[src/rtl/mips_mc_ctrl.sv]
// mips_mc_ctrl -- multicycle sequencing controller for the MIPS core.
//
// Steps each instruction through FETCH/DECODE/EXEC/MEM/WB, handshakes with
// instruction and data memory, and decodes the IR into the datapath controls.
// It traps on illegal opcodes/functs (err=01) or on a memory ack timeout (err=10).
//
// Ports:
//   clk, rst                 clock (rising edge), async active-low reset
//   instr, zero              IR contents and ALU zero flag from the datapath
//   imem_req/imem_ack        instruction fetch handshake
//   dmem_req/dmem_we/ack     data access handshake (we=1 for sw)
//   irwrite, pcwrite, pcsrc  IR/PC load controls (pcsrc 00 +4, 01 branch, 10 jump)
//   regwrite, regdst, alusrc, memtoreg, aluop   datapath controls
//   state, err, instr_done   debug state, sticky error code, retire pulse
//   cyc_cnt, ret_cnt         performance counters
//
// Build option: define MCTRL_PERF_EN to enable the performance counters.
// Without it, both counter ports are tied to 0.
module mips_mc_ctrl #(
  parameter int TIMEOUT = 16
) (
  input  logic        clk,
  input  logic        rst,
  input  logic [31:0] instr,
  input  logic        zero,
  output logic        imem_req,
  input  logic        imem_ack,
  output logic        dmem_req,
  output logic        dmem_we,
  input  logic        dmem_ack,
  output logic        irwrite,
  output logic        pcwrite,
  output logic [1:0]  pcsrc,
  output logic        regwrite,
  output logic        regdst,
  output logic        alusrc,
  output logic        memtoreg,
  output logic [2:0]  aluop,
  output logic [2:0]  state,
  output logic [1:0]  err,
  output logic        instr_done,
  output logic [31:0] cyc_cnt,
  output logic [31:0] ret_cnt
);
  localparam logic [2:0] S_IDLE = 3'd0, S_FETCH = 3'd1, S_DECODE = 3'd2,
                         S_EXEC = 3'd3, S_MEM = 3'd4, S_WB = 3'd5, S_TRAP = 3'd7;

  logic [2:0] st, st_nx;
  logic [1:0] err_q, err_nx;
  logic [7:0] wcnt;
  logic       run;

  // IR decode
  logic [5:0] op, fn;
  logic       is_rt, r_ok, is_addi, is_lw, is_sw, is_beq, is_j, legal, wait_to;
  logic [2:0] r_aluop;
  logic       unused_instr;

  assign op           = instr[31:26];
  assign fn           = instr[5:0];
  assign unused_instr = ^instr[25:6];
  assign is_rt        = (op == 6'h00);
  assign is_addi      = (op == 6'h08);
  assign is_lw        = (op == 6'h23);
  assign is_sw        = (op == 6'h2b);
  assign is_beq       = (op == 6'h04);
  assign is_j         = (op == 6'h02);

  always_comb begin
    r_ok    = 1'b1;
    r_aluop = 3'b010;
    case (fn)
      6'h20:   r_aluop = 3'b010;
      6'h22:   r_aluop = 3'b110;
      6'h24:   r_aluop = 3'b000;
      6'h25:   r_aluop = 3'b001;
      6'h2a:   r_aluop = 3'b111;
      default: r_ok    = 1'b0;
    endcase
    r_ok = r_ok & is_rt;
  end

  assign legal   = r_ok | is_addi | is_lw | is_sw | is_beq | is_j;
  // wcnt holds (wait cycles so far - 1), so this is the TIMEOUT-th cycle
  // without ack; an ack in that same cycle still wins.
  assign wait_to = (wcnt == 8'(TIMEOUT - 1));

  always_comb begin
    st_nx  = st;
    err_nx = err_q;
    case (st)
      S_IDLE:   if (run) st_nx = S_FETCH;
      S_FETCH:  if (imem_ack) st_nx = S_DECODE;
                else if (wait_to) begin st_nx = S_TRAP; err_nx = 2'b10; end
      S_DECODE: if (legal) st_nx = S_EXEC;
                else begin st_nx = S_TRAP; err_nx = 2'b01; end
      S_EXEC:   if (r_ok | is_addi) st_nx = S_WB;
                else if (is_lw | is_sw) st_nx = S_MEM;
                else st_nx = S_FETCH;
      S_MEM:    if (dmem_ack) st_nx = is_sw ? S_FETCH : S_WB;
                else if (wait_to) begin st_nx = S_TRAP; err_nx = 2'b10; end
      S_WB:     st_nx = S_FETCH;
      S_TRAP:   st_nx = S_TRAP;
      default:  st_nx = S_IDLE;
    endcase
  end

  // run delays the first IDLE->FETCH by one edge, so the first fetch request
  // appears on the second rising edge after reset release.
  always_ff @(posedge clk or negedge rst) begin
    if (!rst) begin
      st    <= S_IDLE;
      err_q <= 2'b00;
      wcnt  <= '0;
      run   <= 1'b0;
    end else begin
      st    <= st_nx;
      err_q <= err_nx;
      run   <= 1'b1;
      if (st_nx != st)                      wcnt <= '0;
      else if (st == S_FETCH || st == S_MEM) wcnt <= wcnt + 8'd1;
    end
  end

  always_comb begin
    imem_req   = 1'b0;
    dmem_req   = 1'b0;
    dmem_we    = 1'b0;
    irwrite    = 1'b0;
    pcwrite    = 1'b0;
    pcsrc      = 2'b00;
    regwrite   = 1'b0;
    regdst     = 1'b0;
    alusrc     = 1'b0;
    memtoreg   = 1'b0;
    aluop      = 3'b010;
    instr_done = 1'b0;
    if (!rst) aluop = 3'b000;   // everything reads 0 while reset is held
    else begin
      case (st)
        S_FETCH: begin
          imem_req = 1'b1;
          if (imem_ack) begin irwrite = 1'b1; pcwrite = 1'b1; end
        end
        S_EXEC: begin
          if (r_ok)        aluop = r_aluop;
          else if (is_beq) aluop = 3'b110;
          alusrc = is_addi | is_lw | is_sw;
          if (is_beq) begin pcwrite = zero; pcsrc = 2'b01; instr_done = 1'b1; end
          if (is_j)   begin pcwrite = 1'b1; pcsrc = 2'b10; instr_done = 1'b1; end
        end
        S_MEM: begin
          dmem_req   = 1'b1;
          dmem_we    = is_sw;
          instr_done = dmem_ack & is_sw;
        end
        S_WB: begin
          regwrite   = 1'b1;
          regdst     = r_ok;
          memtoreg   = is_lw;
          instr_done = 1'b1;
        end
        default: ;
      endcase
    end
  end

  assign state = st;
  assign err   = err_q;

`ifdef MCTRL_PERF_EN
  always_ff @(posedge clk or negedge rst) begin
    if (!rst) begin
      cyc_cnt <= '0;
      ret_cnt <= '0;
    end else begin
      if (st != S_IDLE && st != S_TRAP) cyc_cnt <= cyc_cnt + 32'd1;
      if (instr_done)                   ret_cnt <= ret_cnt + 32'd1;
    end
  end
`else
  assign cyc_cnt = '0;
  assign ret_cnt = '0;
`endif

endmodule
[config.mk]
export PLATFORM = sky130hd
export DESIGN_NAME = mips_mc_ctrl
export DESIGN_NICKNAME = d
export VERILOG_FILES = /design/src/rtl/mips_mc_ctrl.sv
export SDC_FILE = /design/constraint.sdc
export NUM_CORES = 1
export LEC_CHECK = 0
export CORE_ASPECT_RATIO = 1.75
export CORE_MARGIN = 5
export CORE_UTILIZATION = 37
export CTS_BUF_LIST = sky130_fd_sc_hd__clkbuf_4
export CTS_CLUSTER_DIAMETER = 50
export DETAILED_ROUTE_END_ITERATION = 12
export PLACE_DENSITY = 0.91
export SETUP_SLACK_MARGIN = 0.15
export SYNTH_ARGS = -nofsm -noshare
export SYNTH_HDL_FRONTEND = slang
export SYNTH_SLANG_ARGS = --single-unit
export TNS_END_PERCENT = 1
[constraint.sdc]
create_clock -name clk -period 4.84 [get_ports clk]
set_clock_uncertainty 0.2 [all_clocks]
set_input_delay 0.968 -clock clk [delete_from_list [all_inputs] [get_ports clk]]
set_output_delay 0.968 -clock clk [all_outputs]
set_load 0.01 [all_outputs]
==> metrics, run 1 <==
run status=complete, no violations; clk sink count=14; Row Count=31; all-layer global routing usage=0.1168; Starting Density=0.3798; remaining antenna violation count after routing=0; maximum number of pins on one net before global-route repair=21; Clock Tree Root=clkbuf_4; Final Power=0.5128 mW; sum of routed wire length over all layers=3.420 mm; die span in x=59.11 um; Die Y-Extent=95.94 um; Detailed Place HPWL=2.809 mm; main area contributors after synthesis=buf_4 (31%), dfrtp_1 (22%), nor2_1 (4.8%); largest area contributor in the netlist=buf_4; VDD IR max=277.9 uV; average cell area after synthesis=7.926 um^2; flop and latch count out of synthesis=14; routed wirelength normalized by instance count=12.17 um; end-of-flow core utilization=0.4267; CP Capture Point=pcwrite; Core ar.=4111 um^2; critical path type=input pin to primary output; number of fillers in the final layout=409; Final Wtd Congestion=0.8615; 1st-iter DRT viols=24; transition time at the pin with the least slew margin=0.6626 ns; xor/xnor share of the synthesized area=0.04487; Post-CTS Setup Bufs=0; sequential area share after synthesis=0.2244; Die ar.=5670 um^2; power density relative to cell area=292.3 nW/um^2; number of max-cap violations=0; main combinational cell family by area after synthesis=buffers and inverters; vias in the first global route=1180; kind of end point of the critical path=primary output; post-synthesis share of cell area spent on and, or, nand and nor gates=0.2452; reg-to-reg endpoint=wcnt[5]; highest-count cells in the layout ignoring fill and taps=conb_1 (65), clkdlybuf4s50_1 (36), nor2_1 (20), dfrtp_1 (14), nand3_1 (8); path type of the worst min-delay path=flop to flop; Synth Area in Adders=0.008013; area share of the largest cell type after synthesis=0.3077; maximum clock insertion buffer count=2; detailed-routing iteration count for the pre-antenna-repair pass=4; number of input and output port buffers inserted=36; I/O pins=121; Post-CTS Resized=0; commonest non-fill, non-tap cell in the layout=conb_1; Remaining DRCs=0; synthesis-to-finish area growth=12.34%; data required time at the worst endpoint=3.67 ns; share of synthesized registers carrying an async set or reset=1.000; Highest Clock Rate=221.1 MHz; worst hold slack across all endpoints=0.2775 ns; Syn Inst Count=197; total of warnings raised by yosys=0; number of hold violations in the final report=0; global-route wire length before repair=5.140 mm; clk_lat worst skew=0.28 ns; area of the mapped netlist=1561 um^2; Placed Instances=277; start of the worst register-to-register path=state[0]; sort of element at the start of the critical path=input pin; Top FF cell, synth=dfrtp_1; final-report max-slew violation count=0; number of failing setup endpoints in the final timing report=0; multiplexer share of the synthesized area=0.01923; CTS tree=built; layout net count=271; global route overflow=0; Slew headroom=0.5563; depth of the worst register-to-register path=5; Lkg Pwr=0.7823 nW; via count=1293; clock slew at reported path FFs=0.08 ns; Tcrit/Tclk final=0.9346; TritonCTS buffer count=3; number of levels in the clock H-tree=1; setup slack on the worst flop-to-flop path=2.72 ns; Final Instance Count excl. Fillers=281; DR vias/cell=4.601; post-route setup TNS=0 ns; RSZ-0062 raised after global routing=no; share of cells above drive strength 1=0.03448; min Tclk post-route=4.523 ns; ant diodes=0; distinct cell type count of the synthesized netlist=46; count of hold buffers inserted by post-cts repair=0; EDFF count, synth=0; post-synthesis compound-gate area fraction=0.1194; maximum fanout count along the critical path=6; initial antenna violation count=0; crit path launch=instr[29]; data arrival time of the worst path=3.36 ns
[final cells by class]
cell class	count	area, um^2	area share
clock buffer	3	22.52	0.01284
clock inverter	1	3.754	0.002140
inverter	6	22.52	0.01284
multi-input combinational	171	925.9	0.5278
sequential	14	350.3	0.1997
tap	49	61.31	0.03495
timing repair buffer	37	367.9	0.2097
[metal layers]
layer  up-vias  GRT usage  share of wire
met5         -          0              0
met4         0    0.05671          0.018
met3         7    0.02148           0.11
met2        82     0.2251           0.52
met1       587     0.1143           0.35
li1        617          -              -
[power by group]
group,internal [mW],switching (mW)
Combinational,0.117,0.136
Sequential,0.137,0.0543
Clock,0.0300,0.0380
Total,0.284,0.229
[synthesized netlist by cell type, drive strengths merged, types with 2 or more instances]
cell type and number:
dfrtp 14, a211o 2, conb 2, nor2b 3, a211oi 2, nor4 2, o21ai 3, xnor2 3
o22ai 3, nand2b 5, nor3 3, a21oi 6, a311oi 2, and3 3, nor2 20, mux2i 3
nand3 9, or4 2, xor2 5, nor3b 4, nand4 3, buf 65, nand2 7, inv 6
clkbuf 4
[logic make-up after synthesis]
kind of cell	count (synthesis)
AOI/OAI and AO/OA	27
adders and majority gates	1
xor gates and xnor gates	8
buffers and inverters	75
and+or+nand+nor	67
muxes	3
other	2
DFF	14
[worst min-delay path by stage]
stage / start / to / slack, ns / depth (start not counted)
finish: err[0] / err[0] / 0.28 / 1
global route: err[0] / err[0] / 0.31 / 1
CTS: err[0] / err[0] / 0.28 / 1
detailed placement: err[0] / err[0] / 0.27 / 1
global placement: err[0] / err[0] / 0.26 / 1
floorplan: run / state[0] / 0.29 / 2
[registers in the layout (all words and copies together), names as in the netlist]
register,count
run,1
err,2
state,3
wcnt,8
[per-stage QoR]
stage          area (um^2)  worst slack [ns]
2_1_floorplan         1798             1.382
3_3_place_gp          1728            0.3310
3_5_place_dp          1728            0.3020
4_1_cts               1754            0.2994
5_1_grt               1754            0.1763
6_report              1754            0.3166
[critical path, stage by stage]
cell and delay [ns]:
clkdlybuf4s50_1 0.50, or4_4 0.60, or3b_1 0.43, nor2_1 0.11
a21oi_1 0.05, o21bai_1 0.13, clkdlybuf4s50_1 0.56
Power figures use the tool's default switching activity.
==> inputs of run 2 (changes only) <==
--- a/config.mk
+++ b/config.mk
@@ -7,11 +7,11 @@
 export LEC_CHECK = 0
 export CORE_ASPECT_RATIO = 1.75
 export CORE_MARGIN = 5
-export CORE_UTILIZATION = 37
+export CORE_UTILIZATION = 35
 export CTS_BUF_LIST = sky130_fd_sc_hd__clkbuf_4
 export CTS_CLUSTER_DIAMETER = 50
 export DETAILED_ROUTE_END_ITERATION = 12
-export PLACE_DENSITY = 0.91
+export PLACE_DENSITY = 0.87
 export SETUP_SLACK_MARGIN = 0.15
 export SYNTH_ARGS = -nofsm -noshare
 export SYNTH_HDL_FRONTEND = slang
==> constraint.sdc (replaced) <==
create_clock -name clk -period 4.75 [get_ports clk]
set_clock_uncertainty 0.2 [all_clocks]
set_input_delay 0.95 -clock clk [delete_from_list [all_inputs] [get_ports clk]]
set_output_delay 0.95 -clock clk [all_outputs]
set_load 0.01 [all_outputs]
==> metrics, run 2 (synthesis gave the netlist of run 1 again) <==
run status=complete, no violations; sequential cell area in the final layout=350.3 um^2; data arrival time of the worst path=3.27 ns; number of failing setup endpoints in the final timing report=0; Clock Tree Root=clkbuf_4; min Tclk post-route=4.425 ns; Switching Share=0.4500; clock slew at reported path FFs=0.08 ns; Top reg by flops=wcnt; TritonCTS buffer count=3; worst hold slack across all endpoints=0.2867 ns; depth of the worst register-to-register path=5; kind of end point of the critical path=primary output; CP Capture Point=pcwrite; Place WS=0.3147 ns; total number of cells along the worst setup path=7; Crit path buffers/inverters=2; vias in the first global route=1216; Remaining DRCs=0; Worst Hold Launch=err[0]; layout net count=272; Max stage delay cell, worst path=or4_4; sum of routed wire length over all layers=3.607 mm; number of fillers in the final layout=450; final-report max-slew violation count=0; kind of cell with the highest combined delay on the critical path=simple AND/OR/NAND/NOR gates; maximum fanout count along the critical path=5; Final Wtd Congestion=0.8380; die span in x=60.49 um; Die ar.=5950 um^2; count of hold buffers inserted by post-cts repair=0; RSZ-0062 raised after global routing=no; clk_lat worst skew=0.28 ns; start of the worst register-to-register path=state[0]; Final Instance Count excl. Fillers=284; path type of the worst min-delay path=flop to flop; via count=1318; reg-to-reg endpoint=wcnt[5]; Slew headroom=0.5300; Die Y-Extent=98.36 um; post-route setup TNS=0 ns; maximum number of pins on one net before global-route repair=21; number of hold violations in the final report=0; Largest stage delay, worst path=0.60 ns; Highest Clock Rate=226.0 MHz; number of max-cap violations=0; crit-path most repeated cell=clkdlybuf4s50_1; internal power contribution=0.2901 mW; share of cells above drive strength 1=0.03863; critical path type=input pin to primary output; detailed-routing iteration count for the pre-antenna-repair pass=4; end-of-flow core utilization=0.4042; Tcrit/Tclk final=0.9315; CTS tree=built; Setup WS post-layout=0.3252 ns; Sequential Power Share=0.369; clk sink count=14; number of levels in the clock H-tree=1; Core ar.=4364 um^2; Post-CTS Setup Bufs=0; initial antenna violation count=0; number of input and output port buffers inserted=36; transition time at the pin with the least slew margin=0.7020 ns; remaining antenna violation count after routing=0; post-placement cell area=1738 um^2; data required time at the worst endpoint=3.60 ns; commonest non-fill, non-tap cell in the layout=conb_1; Row Count=32; Final Power=0.5274 mW; Detailed Place HPWL=2.952 mm; ant diodes=0; I/O pins=121; crit path launch=instr[26]; Placed Instances=280; global route overflow=0; setup slack on the worst flop-to-flop path=2.63 ns; 1st-iter DRT viols=51; sort of element at the start of the critical path=input pin; VDD IR max=245.1 uV; all-layer global routing usage=0.1157; proportion of power drawn by the clock network=0.131; Starting Density=0.3578; highest-count cells in the layout ignoring fill and taps=conb_1 (65), clkdlybuf4s50_1 (36), nor2_1 (20), dfrtp_1 (14), nand3_1 (8); global-route wire length before repair=5.299 mm; routed wirelength normalized by instance count=12.70 um; synthesis-to-finish area growth=12.98%; Net Switching=0.2374 mW; combinational fraction of design power=0.500; number of flip-flops in the largest register=8; design area=1764 um^2; Lkg Pwr=0.7871 nW; chain of cells forming the critical path=clkdlybuf4s50_1, or4_4, or3b_1, nor2_1, a21oi_1, o21bai_1, clkdlybuf4s50_1; DR vias/cell=4.641; maximum clock insertion buffer count=2; footprint of the multi-input gates=925.9 um^2; Post-CTS Resized=0; power density relative to cell area=299.0 nW/um^2
-- run 2: changes by cell type in the layout (fill, tap and decap cells not counted) --
cell,before,now
buf_4,1,2
-- run 2: how the worst min path moves through the flow --
| stage | endpoint | slack (ns) | depth (start not counted) |
|---|---|---|---|
| floorplan | state[0] | 0.29 | 2 |
| global placement | err[0] | 0.26 | 1 |
| detailed placement | err[0] | 0.28 | 1 |
| CTS | err[0] | 0.30 | 1 |
| global route | err[0] | 0.32 | 1 |
| finish | err[0] | 0.29 | 1 |
-- run 2: final cells by class --
cell class	count	area share
clock buffers	3	0.01277
multi-input cells	171	0.5248
clock inverters	1	0.002128
well taps	51	0.03617
repair buffers	38	0.2128
inverters	6	0.01277
flip-flops and latches	14	0.1986
-- run 2: power by group through the flow --
| stage | clock network [mW] | registers, mW | logic (mW) |
|---|---|---|---|
| 2_1_floorplan | 0 | 0.168 | 0.221 |
| 3_3_place_gp | 0 | 0.195 | 0.255 |
| 3_5_place_dp | 0 | 0.197 | 0.261 |
| 4_1_cts | 0.0719 | 0.194 | 0.264 |
| 5_1_grt | 0.0789 | 0.203 | 0.290 |
| 6_report | 0.0691 | 0.195 | 0.264 |
-- run 2: layer usage --
layer / share of wire / vias up / routed length (um) / GRT usage
met5: 0 / - / 0 / 0
met4: 0.022 / 0 / 81 / 0.05342
li1: - / 618 / - / -
met1: 0.33 / 612 / 1184 / 0.1154
met3: 0.12 / 9 / 430 / 0.02116
met2: 0.53 / 79 / 1910 / 0.2167
==> RTL edit 1: new RTL, config.mk and constraints of run 2 <==
Build with the macro `MCTRL_PERF_EN` defined.
--- a/src/rtl/mips_mc_ctrl.sv
+++ b/src/rtl/mips_mc_ctrl.sv
@@ -16,6 +16,8 @@
 //
 // Build option: define MCTRL_PERF_EN to enable the performance counters.
 // Without it, both counter ports are tied to 0.
+`define MCTRL_PERF_EN
+
 module mips_mc_ctrl #(
   parameter int TIMEOUT = 16
 ) (
Function: changed (a bounded check fails within 4 cycles, from zero or initial values and one cycle with rst low).
==> RTL edit 1 against run 2 <==
- final area rose to 3.0 times the old value
- wire length rose to 2.8 times the old value
- worst setup slack got worse by 0.024 ns
- global-route usage rose by 3.6 points
- total power grew to 3.5 times the old value
- sequential cell count grew 64
- synthesized area grew to 2.6 times the old value
- via count increased to 2.6 times the old value
==> RTL edit 1: results (changes against run 2) <==
| Metric | Value |
|---|---|
| Status | `finished clean` |
| Post-Route WL | `10200 um (+180%)` |
| Share of synthesized flip-flops with an asynchronous set or reset | `1.00 (unchanged)` |
| Vias in the first global route | `3520 (+190%)` |
| Layout cells sized above 1 | `0.0542 (+0.0156)` |
| TritonCTS Buffers | `9 (+6)` |
| Diode count | `0 (unchanged)` |
| Static Leak | `2.15 nW (+170%)` |
| Via Count | `3361 (+160%)` |
| Global-route wire length before repair | `17100 um (+220%)` |
| Crit. Startpoint | `instr[26]` |
| Final GP Congestion | `0.801 (-4.4%)` |
| Number of antenna violations at the first check in global routing | `0 (unchanged)` |
| Post-Synth XOR/XNOR Area | `0.155 (+0.110)` |
| CP max-delay cell | `or4_4` |
| Clock-pin slew on the worst setup and hold paths | `0.12 ns (+0.04 ns)` |
| Final #Nets | `534 (+96%)` |
| CP startpoint kind | `input pin` |
| DRT iter0 DRCs | `120 (+140%)` |
| Yosys warning total | `0 (unchanged)` |
| Worst hold path type | `input pin to asynchronous set/reset pin` |
| GR Util met3 | `0.0321 (+0.0110)` |
| Mux cell area share after synthesis | `0.00529 (-0.0139)` |
| Reg-to-reg endpoint | `ret_cnt[20]$_DFFE_PN0P_` |
| CP top delay family | `buffers and inverters` |
| Ys flop type | `dfrtp_1` |
| Largest registers | `cyc_cnt (32), ret_cnt (32), wcnt (8)` |
| Grt met1 use | `0.168 (+0.0521)` |
| Worst R2R Path Depth | `4 (-1)` |
| Compound-Gate Fraction of Synth Area | `0.0622 (-0.0571)` |
| Post-DP HPWL | `7840 um (+170%)` |
| Worst-path maximum fanout | `5 (unchanged)` |
| Clk_lat worst skew | `0.43 ns (+0.15 ns)` |
| Port bufs | `100 (+180%)` |
| Commonest cells post-synth | `dfrtp_1, xnor2_1, nand2_1` |
| DRT Pass-1 Iters | `4 (unchanged)` |
| Synth top area cells | `dfrtp_1, xnor2_1, nand4_1` |
| Hold slack final | `0.156 ns (-0.131 ns)` |
| Worst slew margin | `0.443 (-0.0874)` |
| Clock tree buffer depth | `2 (unchanged)` |
| Root Buffer | `clkbuf_4` |
| Met2 usage | `0.276 (+0.0590)` |
| Max H-tree Level | `3 (+2)` |
| Worst endpoint data arrival time | `3.30 ns (+0.03 ns)` |
| Sequential-to-total area share from yosys stat | `0.486 (+0.261)` |
| Gr usage total | `0.152 (+0.0359)` |
| Max rail drop VDD | `0.175 mV (-29%)` |
| Synthesized Nets | `434` |
| Reg2Reg Setup Slack | `1.98 ns (-0.65 ns)` |
| Largest net degree at the start of global routing | `59 (+180%)` |
| Netlist cell types | `50 (+8.7%)` |
| Adder-Cell Fraction of Synth Area | `0.00934 (+0.00132)` |
| Critical path's largest stage delay | `0.60 ns (about the same)` |
| Critical R2R Launch | `state[0]$_DFF_PN0_` |
-- RTL edit 1: cell count changes in the layout (fill, tap and decap cells not counted), sizes merged, moves of 12 or more --
cell                  run 2  this run
xnor2                     3        55
conb                     65         1
and3                      3        15
clkdlybuf4s50            36        99
nand3                     9        22
nand4                     3        30
dfrtp                    14        78
nand2                     7        35
-- RTL edit 1: layout make-up --
type                       instances  area [sq um]
clock buffer                      10          75.1
clock inverter                     5          75.1
fill                            1003          5870
inverter                           6          22.5
multi-input combinational        295          1970
sequential                        78          1950
tap                              132           165
timing repair buffer             104          1030
-- RTL edit 1: how the worst max path moves through the flow --
stage | slack, ns | endpoint | cells after the start
detailed placement | 0.08 | aluop[1] | 6
finish | 0.30 | regdst | 7
floorplan | 1.23 | aluop[1] | 4
global route | 0.20 | regdst | 7
CTS | 0.20 | aluop[1] | 6
global placement | 0.14 | aluop[1] | 6
-- RTL edit 1: cell families after synthesis --
family | count (synthesis)
adder cells (fa/ha/maj) | 3
other | 1
flip-flops | 78
AND/OR/NAND/NOR | 186
AO/OA/AOI/OAI | 32
buffers and inverters | 21
XOR/XNOR | 71
multiplexers | 2
-- RTL edit 1: power by group --
group / internal (mW) / total (mW) / leakage (nW) / switching (mW)
registers: 0.730 / 0.867 / 1.06 / 0.137
clock network: 0.213 / 0.435 / 0.0776 / 0.221
logic: 0.273 / 0.555 / 1.01 / 0.282
total: 1.22 / 1.86 / 2.15 / 0.640
-- RTL edit 1: repair_timing --
| item | in CTS | in global routing |
|---|---|---|
| endpoints found under the setup margin | 1 | 1 |
| setup buffers | 0 | 1 |
| gates resized for setup | 1 | 0 |
| hold buffers | 0 | 0 |
| pin swaps | 0 | 1 |
-- RTL edit 1: layer usage --
| layer | share of wire | up-vias |
|---|---|---|
| met4 | 0.023 | 0 |
| li1 | - | 1606 |
| met2 | 0.54 | 105 |
| met1 | 0.39 | 1630 |
| met5 | 0 | - |
| met3 | 0.048 | 20 |
-- RTL edit 1: through the flow --
stage	instances	area (sq um)	setup WS (ns)
5_1_grt	630	5290	0.196
3_3_place_gp	614	5130	0.141
6_report	630	5290	0.301
3_5_place_dp	614	5130	0.0803
4_1_cts	629	5290	0.198
2_1_floorplan	394	4020	1.23
==> RTL edit 2: new RTL, settings of run 2 <==
Without the edit above. Put one more register stage on the output `err`. The value now appears one clock later. The other outputs are not delayed to match.
--- a/src/rtl/mips_mc_ctrl.sv
+++ b/src/rtl/mips_mc_ctrl.sv
@@ -166,7 +166,9 @@
   end
 
   assign state = st;
-  assign err   = err_q;
+  always_ff @(posedge clk) begin
+    err <= err_q;
+  end
 
 `ifdef MCTRL_PERF_EN
   always_ff @(posedge clk or negedge rst) begin
Check against the original RTL: not equivalent (Yosys sat finds a counterexample within 10 cycles, from zero or initial values and one cycle with rst low).
==> RTL edit 2 against run 2 <==
- die area up 12%
- worst setup slack better by 0.027 ns
- clock power rose by 8.0%
- count of clock-buffer cells in the layout is the same
- sequential cell count up 2
- synthesized area is 13% higher
- synthesized cell count is 5.6% higher
- total power increased by 17%
- final area up 11%
- wire length rose by 13%
- highest routed layer unchanged
==> RTL edit 2: results (changes against run 2) <==
| Metric | Value |
|---|---|
| Worst slew margin | `0.540 (+0.0103)` |
| Filler cell count | `513 (+14%)` |
| Mux cell area share after synthesis | `0.0170 (-0.00227)` |
| Vias in the first global route | `1579 (+30%)` |
| Via Count | `1475 (+12%)` |
| Area of the multi-input gates | `0.00107 sq mm (+15%)` |
| DP Area | `0.00194 sq mm (+11%)` |
| Hold-critical path depth | `0 (-1)` |
| Status | `finished clean` |
| Post-Route WL | `4080 um (+13%)` |
| Largest net degree at the start of global routing | `20 (-4.8%)` |
| Post-Synth XOR/XNOR Area | `0.0502 (+0.00530)` |
| Compound-Gate Fraction of Synth Area | `0.135 (+0.0156)` |
| CP top delay family | `buffers and inverters` |
| Final #Nets | `283 (+4.0%)` |
| Hold slack final | `0.179 ns (-0.107 ns)` |
| Post-Syn Instances | `208 (+5.6%)` |
| Final GP Congestion | `0.874 (+4.3%)` |
| DRT iter0 DRCs | `35 (-31%)` |
| Synth top area cells | `buf_4, dfrtp_1, nor4_1` |
| Layout cells sized above 1 | `0.0820 (+0.0433)` |
| Crit. Startpoint | `instr[29]` |
| Worst R2R Path Depth | `4 (-1)` |
| Metal3 WL | `470 um (+9.3%)` |
| Commonest cells post-synth | `buf_4, dfrtp_1, nor2_1` |
| Top-area cell type share of the netlist area | `0.271 (-0.0363)` |
| Sequential-to-total area share from yosys stat | `0.220 (-0.00386)` |
[RTL edit 2: final cells by class]
cell class,count,area share
inverters,7,0.0134
flip-flops and latches,16,0.199
multi-input cells,178,0.545
repair buffers,39,0.195
clock inverters,1,0.00191
well taps,54,0.0344
clock buffers,3,0.0115
[RTL edit 2: per-layer routing]
metal  up-vias  track usage
met2        92        0.233
met5         -            0
met3         9       0.0270
met4         0       0.0669
met1       690        0.113
li1        684            -
[RTL edit 2: final timing paths]
check / endpoint / slack [ns]
setup reg to reg: wcnt[2]$_DFFE_PN0P_ / 2.61
hold reg to reg: err[1]$_DFF_P_ / 0.18
max in group asynchronous: wcnt[5]$_DFFE_PN0P_ / 3.30
min in group asynchronous: state[1]$_DFF_PN0_ / 0.86
hold / removal: err[1]$_DFF_P_ / 0.18
setup / recovery: pcwrite / 0.35
[RTL edit 2: power by group]
group | switching [mW] | internal (mW)
sequential | 0.0251 | 0.152
clock | 0.0440 | 0.0306
combinational | 0.223 | 0.142
